**src/rtl/je_frame_seq.sv**
```systemverilog
// Frame sequencer: arms a camera capture, runs je_ip, reads back the sized JPEG
// stream at a paced rate and hands it to the host over valid/ready.
module je_frame_seq #(
   parameter int unsigned RD_GAP      = 8,
   parameter int unsigned MAX_BYTES   = 131072,
   parameter int unsigned TIMEOUT_CYC = 16777215
) (
   input  logic        pclk,
   input  logic        reset_n,
   input  logic        img_req,
   input  logic        cam_vsync,
   output logic        pixel_wr_disable,
   output logic        conv_start,
   input  logic        conv_end,
   input  logic [7:0]  enc_data,
   output logic        enc_rd,
   output logic [7:0]  host_data,
   output logic        host_valid,
   input  logic        host_ready,
   output logic [31:0] jpeg_size,
   output logic        busy,
   output logic        frame_done,
   output logic        err_size,
   output logic        err_no_eoi,
   output logic        err_timeout
);

   typedef enum logic [2:0] {
      S_IDLE    = 3'd0,
      S_ARM     = 3'd1,
      S_CAPTURE = 3'd2,
      S_ENCODE  = 3'd3,
      S_HDR     = 3'd4,
      S_STREAM  = 3'd5,
      S_DONE    = 3'd6
   } state_t;

   localparam logic [7:0]  GAP_RELOAD = 8'(RD_GAP - 1);
   localparam logic [23:0] TMO_LAST   = 24'(TIMEOUT_CYC - 1);
   localparam logic [31:0] SIZE_MAX   = 32'(MAX_BYTES);
   localparam logic [15:0] EOI_MARK   = 16'hFFD9;

   state_t      state_q, state_d;
   logic        pwd_q, pwd_d, conv_start_q, conv_start_d, enc_rd_q, enc_rd_d;
   logic [7:0]  host_data_q, host_data_d;
   logic        host_valid_q, host_valid_d, busy_q, busy_d, frame_done_q, frame_done_d;
   logic [31:0] jpeg_size_q, jpeg_size_d, byte_cnt_q, byte_cnt_d;
   logic        err_size_q, err_size_d, err_no_eoi_q, err_no_eoi_d, err_timeout_q, err_timeout_d;
   logic [7:0]  gap_q, gap_d;
   logic [23:0] tmo_q, tmo_d;
   logic [2:0]  hdr_cnt_q, hdr_cnt_d;
   logic [15:0] eoi_q, eoi_d;

   logic        accept_s, abort_s, rd_ok_s;
   logic [31:0] size_nxt_s;

   assign accept_s   = host_valid_q & host_ready;
   assign size_nxt_s = {jpeg_size_q[23:0], enc_data};
   assign abort_s    = ~img_req & (state_q != S_IDLE) & (state_q != S_DONE);
   // A stream read needs the pacing gap expired and room in the host register
   assign rd_ok_s    = (gap_q == 8'd0) & ~enc_rd_q & (~host_valid_q | accept_s)
                     & (byte_cnt_q < jpeg_size_q) & (eoi_q != EOI_MARK);

   always_comb begin
      state_d       = state_q;
      pwd_d         = pwd_q;
      conv_start_d  = conv_start_q;
      enc_rd_d      = 1'b0;
      host_data_d   = host_data_q;
      host_valid_d  = host_valid_q;
      frame_done_d  = 1'b0;
      jpeg_size_d   = jpeg_size_q;
      byte_cnt_d    = byte_cnt_q;
      err_size_d    = err_size_q;
      err_no_eoi_d  = err_no_eoi_q;
      err_timeout_d = err_timeout_q;
      gap_d         = (gap_q != 8'd0) ? (gap_q - 8'd1) : 8'd0;
      tmo_d         = tmo_q;
      hdr_cnt_d     = hdr_cnt_q;
      eoi_d         = eoi_q;

      if (abort_s) begin
         state_d      = S_IDLE;
         conv_start_d = 1'b0;
         host_valid_d = 1'b0;
         pwd_d        = 1'b1;
      end else begin
         case (state_q)
            S_IDLE: begin
               pwd_d        = 1'b1;
               conv_start_d = 1'b0;
               host_valid_d = 1'b0;
               if (img_req) begin
                  err_size_d    = 1'b0;
                  err_no_eoi_d  = 1'b0;
                  err_timeout_d = 1'b0;
                  state_d       = S_ARM;
               end else begin
                  state_d = S_IDLE;
               end
            end
            S_ARM: begin
               if (cam_vsync) begin
                  pwd_d   = 1'b0;
                  state_d = S_CAPTURE;
               end else begin
                  pwd_d = 1'b1;
               end
            end
            S_CAPTURE: begin
               if (cam_vsync) begin
                  pwd_d        = 1'b1;
                  conv_start_d = 1'b1;
                  tmo_d        = 24'd0;
                  state_d      = S_ENCODE;
               end else begin
                  pwd_d = 1'b0;
               end
            end
            S_ENCODE: begin
               if (conv_end) begin
                  hdr_cnt_d = 3'd0;
                  state_d   = S_HDR;
               end else if (tmo_q == TMO_LAST) begin
                  err_timeout_d = 1'b1;
                  conv_start_d  = 1'b0;
                  frame_done_d  = 1'b1;
                  state_d       = S_DONE;
               end else begin
                  tmo_d = tmo_q + 24'd1;
               end
            end
            S_HDR: begin
               // hdr_cnt_q counts issued reads, so it reads 4 while the last byte returns
               if (enc_rd_q) begin
                  jpeg_size_d = size_nxt_s;
                  if (hdr_cnt_q == 3'd4) begin
                     if ((size_nxt_s == 32'd0) || (size_nxt_s > SIZE_MAX)) begin
                        err_size_d   = 1'b1;
                        conv_start_d = 1'b0;
                        frame_done_d = 1'b1;
                        state_d      = S_DONE;
                     end else begin
                        byte_cnt_d = 32'd0;
                        eoi_d      = 16'd0;
                        state_d    = S_STREAM;
                     end
                  end else begin
                     state_d = S_HDR;
                  end
               end else if ((gap_q == 8'd0) && (hdr_cnt_q < 3'd4)) begin
                  enc_rd_d  = 1'b1;
                  gap_d     = GAP_RELOAD;
                  hdr_cnt_d = hdr_cnt_q + 3'd1;
               end else begin
                  state_d = S_HDR;
               end
            end
            S_STREAM: begin
               if (enc_rd_q) begin
                  host_data_d  = enc_data;
                  host_valid_d = 1'b1;
                  byte_cnt_d   = (byte_cnt_q == 32'hFFFF_FFFF) ? byte_cnt_q : (byte_cnt_q + 32'd1);
                  eoi_d        = {eoi_q[7:0], enc_data};
               end else if (accept_s) begin
                  host_valid_d = 1'b0;
                  if (eoi_q == EOI_MARK) begin
                     conv_start_d = 1'b0;
                     frame_done_d = 1'b1;
                     state_d      = S_DONE;
                  end else if (byte_cnt_q == jpeg_size_q) begin
                     err_no_eoi_d = 1'b1;
                     conv_start_d = 1'b0;
                     frame_done_d = 1'b1;
                     state_d      = S_DONE;
                  end else begin
                     state_d = S_STREAM;
                  end
               end else begin
                  state_d = S_STREAM;
               end
               if (rd_ok_s) begin
                  enc_rd_d = 1'b1;
                  gap_d    = GAP_RELOAD;
               end else begin
                  enc_rd_d = 1'b0;
               end
            end
            S_DONE: begin
               pwd_d        = 1'b1;
               conv_start_d = 1'b0;
               host_valid_d = 1'b0;
               if (!img_req) begin
                  state_d = S_IDLE;
               end else begin
                  state_d = S_DONE;
               end
            end
            default: begin
               state_d      = S_IDLE;
               pwd_d        = 1'b1;
               conv_start_d = 1'b0;
               host_valid_d = 1'b0;
            end
         endcase
      end
      busy_d = (state_d != S_IDLE);
   end

   always_ff @(posedge pclk or negedge reset_n) begin
      if (!reset_n) begin
         state_q       <= S_IDLE;
         pwd_q         <= 1'b1;
         conv_start_q  <= 1'b0;
         enc_rd_q      <= 1'b0;
         host_data_q   <= 8'd0;
         host_valid_q  <= 1'b0;
         busy_q        <= 1'b0;
         frame_done_q  <= 1'b0;
         jpeg_size_q   <= 32'd0;
         byte_cnt_q    <= 32'd0;
         err_size_q    <= 1'b0;
         err_no_eoi_q  <= 1'b0;
         err_timeout_q <= 1'b0;
         gap_q         <= 8'd0;
         tmo_q         <= 24'd0;
         hdr_cnt_q     <= 3'd0;
         eoi_q         <= 16'd0;
      end else begin
         state_q       <= state_d;
         pwd_q         <= pwd_d;
         conv_start_q  <= conv_start_d;
         enc_rd_q      <= enc_rd_d;
         host_data_q   <= host_data_d;
         host_valid_q  <= host_valid_d;
         busy_q        <= busy_d;
         frame_done_q  <= frame_done_d;
         jpeg_size_q   <= jpeg_size_d;
         byte_cnt_q    <= byte_cnt_d;
         err_size_q    <= err_size_d;
         err_no_eoi_q  <= err_no_eoi_d;
         err_timeout_q <= err_timeout_d;
         gap_q         <= gap_d;
         tmo_q         <= tmo_d;
         hdr_cnt_q     <= hdr_cnt_d;
         eoi_q         <= eoi_d;
      end
   end

   assign pixel_wr_disable = pwd_q;
   assign conv_start       = conv_start_q;
   assign enc_rd           = enc_rd_q;
   assign host_data        = host_data_q;
   assign host_valid       = host_valid_q;
   assign jpeg_size        = jpeg_size_q;
   assign busy             = busy_q;
   assign frame_done       = frame_done_q;
   assign err_size         = err_size_q;
   assign err_no_eoi       = err_no_eoi_q;
   assign err_timeout      = err_timeout_q;

endmodule

```
**config.mk**
```make
export PLATFORM = sky130hd
export DESIGN_NAME = je_frame_seq
export DESIGN_NICKNAME = d
export VERILOG_FILES = /design/src/rtl/je_frame_seq.sv
export SDC_FILE = /design/constraint.sdc
export NUM_CORES = 1
export LEC_CHECK = 0
export BUFFER_PORTS_ARGS = -buffer_cell sky130_fd_sc_hd__buf_2
export CAP_MARGIN = 20
export CORE_ASPECT_RATIO = 1.25
export CORE_MARGIN = 2
export CORE_UTILIZATION = 40
export CTS_CLUSTER_DIAMETER = 100
export DETAILED_ROUTE_END_ITERATION = 16
export PLACE_DENSITY = 0.63
export SLEW_MARGIN = 20
export SYNTH_ARGS = -nofsm -noshare
export SYNTH_HDL_FRONTEND = slang
export SYNTH_SLANG_ARGS = --single-unit
```
**constraint.sdc**
```tcl
create_clock -name pclk -period 2.8 [get_ports pclk]
set_clock_uncertainty 0.15 [all_clocks]
set_input_delay 0.7 -clock pclk [delete_from_list [all_inputs] [get_ports pclk]]
set_output_delay 0.7 -clock pclk [all_outputs]
set_load 0.02 [all_outputs]
```
==> metrics, run 1 <==
die area=20,100 sq um; placeable core area=between 15,000 and 20,000 sq um; Worst-Margin Slew=573 ps; worst rel slew slack=0.615; Critical Path RT=around 3000 ps; compound-gate portion of the synthesized area=0.202; share of cells above drive strength 1=0.191; Placer Congestion=0.837; initial core utilization=0.406; root buf cell=clkbuf_16; VDD IR max=0.000476 V; setup violators final=0; Synth Warn #=0; Final min period=2610 ps; synthesized-area fraction occupied by adder cells=0.0642; Hold Buf Count CTS=0; RSZ-0062 raised after global routing=no; Fillers=1,762; CTS tree=built; number of global-route vias before repair=6,397; Simple-Gate Fraction of Synth Area=0.208; TritonCTS Buffers=17; mean area per synthesized cell=9.15 sq um; power per cell area=583 nW/um^2; H-tree depth=4; most area-hungry cell type in the Yosys netlist=dfrtp_1; most common cell in the netlist=dfrtp_1; largest family of logic cells by synthesized area=simple AND/OR/NAND/NOR gates; hold crit path type=primary input to asynchronous set/reset pin; DP Worst Slack=-221 ps; status=complete, no violations; WL/cell=17.2 um; Max FO, Critical Path=7; Die Wd=127 um; num rows=56; Mapped Cells=830; critical path class=flop to flop; multiplexer share of the synthesized area=0.00428; Detail Route Antenna Nets=0; async set or reset register ratio after synthesis=1.00; vias per cell=roughly 5.6; Cells after DPL=1,137; crit path capture type=flop; Yosys cell types=80; synthesized area=7600 sq um; first-pass GRT wire length=around 33,000 um; fin crit share=0.932; gr usage total=0.207; # DRC=0; WL final=20,100 um; worst path arrival time=approximately 2800 ps; Worst setup SP type=flop; initial DRC count=between 300 and 400; design area=9080 sq um; DR pass1 iterations=4; nets=977; Peak Freq=0.383 GHz; insertion delay of the later-clocked pin in the worst-skew pair=430 ps; worst setup slack after layout=approximately 190 ps; prevailing post-synth register cell=dfrtp_1; post-DP HPWL=14,600 um; final hold vios=0; port bufs=a little over 60; Worst R2R Setup Slack=190 ps; I/O pin cnt=63; XOR/XNOR share of the synthesized area=0.0300; Reg clk slew, reported paths=60 ps; DP Area=8490 sq um; Post-Synthesis Net Count=approximately 880; area share of the largest cell type after synthesis=0.441; die height=~160 um; #FFs+latches synth=135; pin count of the biggest net entering global routing=64; Area Growth Syn to Fin=19.5%; Clock Path Buffers=2; vias=6,595; Area contributors post-synth=dfrtp_1 (44%), ha_1 (6.4%), nand2_1 (5.4%); Post-synth EDFFs=0; Final Max Slew Viols=0; initial antenna violation count=0; max_cap viols=0; top cells by count, synth=dfrtp_1 (134), nand2_1 (109), o21ai_0 (72); sequential area share after synthesis=0.445; grt ovf=0; Pleak=approximately 4.2 nW; Inserted Diodes=0; # clock sinks=about 140; Non-Filler Instances=1,169
-- critical path, cell delays in order, from the launching register on --
cell and delay [ps]:
dfrtp_1 440, nor4_1 440, nand4_1 220, or3_4 380, a41oi_2 340, or2_1 300, buf_4 170, o22a_1 110
-- path summary, 6_finish.rpt --
kind | cells past startpoint | endpoint | from
max | 7 | byte_cnt_q[20] | jpeg_size[1]
min | 1 | gap_q[4] | reset_n
max reg2reg | 7 | byte_cnt_q[20] | jpeg_size[1]
min reg2reg | 2 | host_data[6] | host_data[6]
max in group asynchronous | 2 | byte_cnt_q[16] | reset_n
min in group pclk | 2 | host_data[6] | host_data[6]
-- area by class of cell --
cell class                 count  area (sq um)  area share
clock buffer                  22           474      0.0522
inverter                      48           180      0.0198
timing repair buffer         113           749      0.0826
tap                          232           290      0.0320
multi-input combinational    609          3910       0.430
clock inverter                10          96.3      0.0106
sequential                   135          3380       0.372
-- stage by stage --
stage | power (mW) | hold WS, ps | TNS [ps] | utilization
after global routing | 5.56 | 130 | 0 | 0.485
after detailed placement | 3.16 | 313 | -3920 | 0.454
after CTS | 5.33 | 101 | 0 | 0.485
after floorplan | 2.84 | 254 | 0 | -
final | 5.29 | 78.8 | 0 | 0.485
after global placement | 3.15 | 305 | -3380 | 0.454
-- cells in the final DEF (no fill, tap or decap), types with 5 or more instances in the layout --
cell type,Yosys,routed
xnor2_1,5,5
o22a_1,6,6
o21a_1,7,7
o2111ai_1,8,8
o211ai_1,13,13
nor2_1,67,65
nor3_1,10,10
a31oi_1,21,21
nand2b_1,5,5
nor2b_1,7,7
a22o_1,7,7
a21oi_1,41,41
dfrtp_1,134,134
a21o_1,7,7
a211oi_1,5,5
nor4_1,11,10
o31ai_1,9,9
nand2_1,109,109
nand3_1,26,26
ha_1,39,39
nand4_1,21,21
and3_1,14,14
xor2_1,21,21
inv_1,47,47
buf_4,1,47
o21ai_0,72,72
clkbuf_16,0,17
buf_2,6,61
-- what timing repair did --
action | CTS | global route
pin swaps | 0 | 0
buffers inserted | 0 | 0
resized for setup | 1 | 2
endpoints found under the hold margin | 0 | 0
endpoints found under the setup margin | 1 | 3
-- metal layers --
layer / global-route usage / part of all wire / up-vias
li1: - / - / 3184
met1: 0.261 / 0.45 / 3265
met2: 0.355 / 0.50 / 115
met3: 0.0304 / 0.029 / 31
met4: 0.0858 / 0.025 / 0
met5: 0 / 0 / -
-- state kept, by name (all words and copies together) (netlist names), 3 cells and up --
signal,cells
jpeg_size,32
gap_q,8
hdr_cnt_q,3
host_data,8
byte_cnt_q,32
state_q,3
eoi_q,16
tmo_q,24
-- logic make-up (layout without fill, tap and decap cells) --
logic type	count (synthesis)	in the layout
compound gates	231	231
xor+xnor	26	26
fa+ha+maj	39	39
buf+inv	86	193
flops	135	135
mux	3	3
simple gates	310	310
-- power by group --
part           switching (mW)  internal, mW
clock network           0.867          1.29
logic                   0.546         0.375
registers               0.131          2.08
Note: power is estimated with default switching activity, not from simulation.
==> run 2, diff against run 1 <==
Settings changed: PLACE_DENSITY 0.63 to 0.67.
==> run 2 against run 1 <==
Count of clock-buffer cells in the layout rose by 1. Fmax rose by 0.82%. Die area did not move. Non-clock buffer count fell by 4. Register-to-register slack improved by 20 ps. Critical path type unchanged. Critical endpoint is now eoi_q[7].
==> metrics, run 2 (synthesis gave the netlist of run 1 again) <==
status=complete, no violations; worst rel slew slack=0.588 (-0.0267); insertion delay of the later-clocked pin in the worst-skew pair=420 ps (about the same); crit path capture type=flop; number of global-route vias before repair=6,273 (-1.9%); H-tree depth=4 (unchanged); placeable core area=18,700 sq um (unchanged); initial DRC count=415 (+33%); die height=158 um (unchanged); Cell Chain, Critical Path=nor4_1, nand4_1, or3_4, a41oi_2, nand2b_1, buf_12, o21ai_0; WL final=20,000 um (-0.38%); Worst setup SP type=flop; Peak Freq=0.387 GHz (+0.82%); port bufs=62 (unchanged); Final min period=2590 ps (-21.2 ps); Inserted Diodes=0 (unchanged); Final Max Slew Viols=0 (unchanged); VDD IR max=0.000483 V (+1.4%); TritonCTS Buffers=17 (unchanged); Setup TNS Final=0 ps (unchanged); area of the multi-input gates=3920 sq um (+0.22%); critical path class=flop to flop; Clock Path Buffers=2 (unchanged); setup violators final=0 (unchanged); worst path arrival time=2730 ps (-90 ps); die area=20,100 sq um (unchanged); Fillers=1,766 (+0.23%); gr usage total=0.207 (about the same); Pleak=4.21 nW (-0.25%); hold crit path type=primary input to asynchronous set/reset pin; nets=973 (-0.41%); Detail Route Antenna Nets=0 (unchanged); post-DP HPWL=14,600 um (-0.35%); initial antenna violation count=0 (unchanged); grt ovf=0 (unchanged); power per cell area=584 nW/um^2 (+0.10%); Die Wd=127 um (unchanged); final hold vios=0 (unchanged); Reg clk slew, reported paths=60 ps (about the same); max_cap viols=0 (unchanged); CTS tree=built; most frequent cells in the layout=dfrtp_1 (134), nand2_1 (109), o21ai_0 (72), nor2_1 (65), buf_2 (61); root buf cell=clkbuf_16; Critical Path RT=2940 ps (-70 ps); num rows=56 (unchanged); Placer Congestion=0.837 (about the same); # clock sinks=135 (unchanged); DR pass1 iterations=5 (+1); Area Growth Syn to Fin=19.2%; register area=3380 sq um (unchanged); Pwr Total=5.28 mW (-0.18%); vias per cell=5.62 (-0.42%); WP buf/inv=1 (unchanged); Worst-Margin Slew=613 ps (+39.7 ps); pin count of the biggest net entering global routing=54 (-16%); vias=6,539 (-0.85%); WL/cell=17.2 um (about the same); Max FO, Critical Path=17 (+10); initial core utilization=0.406 (unchanged); Hold Buf Count CTS=0 (unchanged); fin crit share=0.924 (-0.00759); delay-heaviest family, CP=simple AND/OR/NAND/NOR gates; CP max-delay cell=nor4_1; # DRC=0 (unchanged); slowest stage delay, CP=470 ps (+30 ps); share of cells above drive strength 1=0.187 (-0.00434); RSZ-0062 raised after global routing=no; I/O pin cnt=63 (unchanged); first-pass GRT wire length=32,600 um (-0.69%); commonest non-fill, non-tap cell in the layout=dfrtp_1
## run 2: worst paths after layout
path	cells past startpoint	slack, ps	to	start
max	7	210	eoi_q[7]	jpeg_size[1]
max in group asynchronous	2	1710	pixel_wr_disable	reset_n
min in group pclk	2	330	host_data[1]	host_data[1]
min	1	90	gap_q[3]	reset_n
min reg2reg	2	330	host_data[1]	host_data[1]
max reg2reg	7	210	eoi_q[7]	jpeg_size[1]
## run 2: per-stage QoR
stage	area, sq um	setup WS (ps)	util	std cells	hold slack [ps]
floorplan	7600	225	-	830	254
global placement	8460	-126	0.452	1132	303
detailed placement	8460	-168	0.452	1132	313
CTS	9020	70.4	0.482	1163	96.1
global route	9050	51.5	0.484	1164	110
finish	9050	213	0.484	1164	89.2
## run 2: layer usage
layer	up-vias	global-route usage	part of all wire
met1	3202	0.259	0.43
met5	-	0	0
met3	17	0.0416	0.037
met2	142	0.363	0.52
met4	0	0.0597	0.010
li1	3178	-	-
## run 2: final cells by class
| class | count | share of cell area |
|---|---|---|
| Clock inverter | 8 | 0.0109 |
| Tap cell | 232 | 0.0321 |
| Sequential cell | 135 | 0.373 |
| Inverter | 48 | 0.0199 |
| Timing Repair Buffer | 109 | 0.0795 |
| Multi-Input combinational cell | 609 | 0.433 |
| Clock buffer | 23 | 0.0517 |
## run 2: what timing repair did
| action | CTS | global route |
|---|---|---|
| resized for setup | 0 | 5 |
| setup buffers | 0 | 1 |
| setup endpoints to repair | 0 | 21 |
## run 2: report_power, final
part / switching (mW) / internal (mW) / leakage (nW)
sequential: 0.138 / 2.08 / 1.70
combinational: 0.535 / 0.360 / 2.24
clock: 0.820 / 1.35 / 0.273
total: 1.49 / 3.79 / 4.21
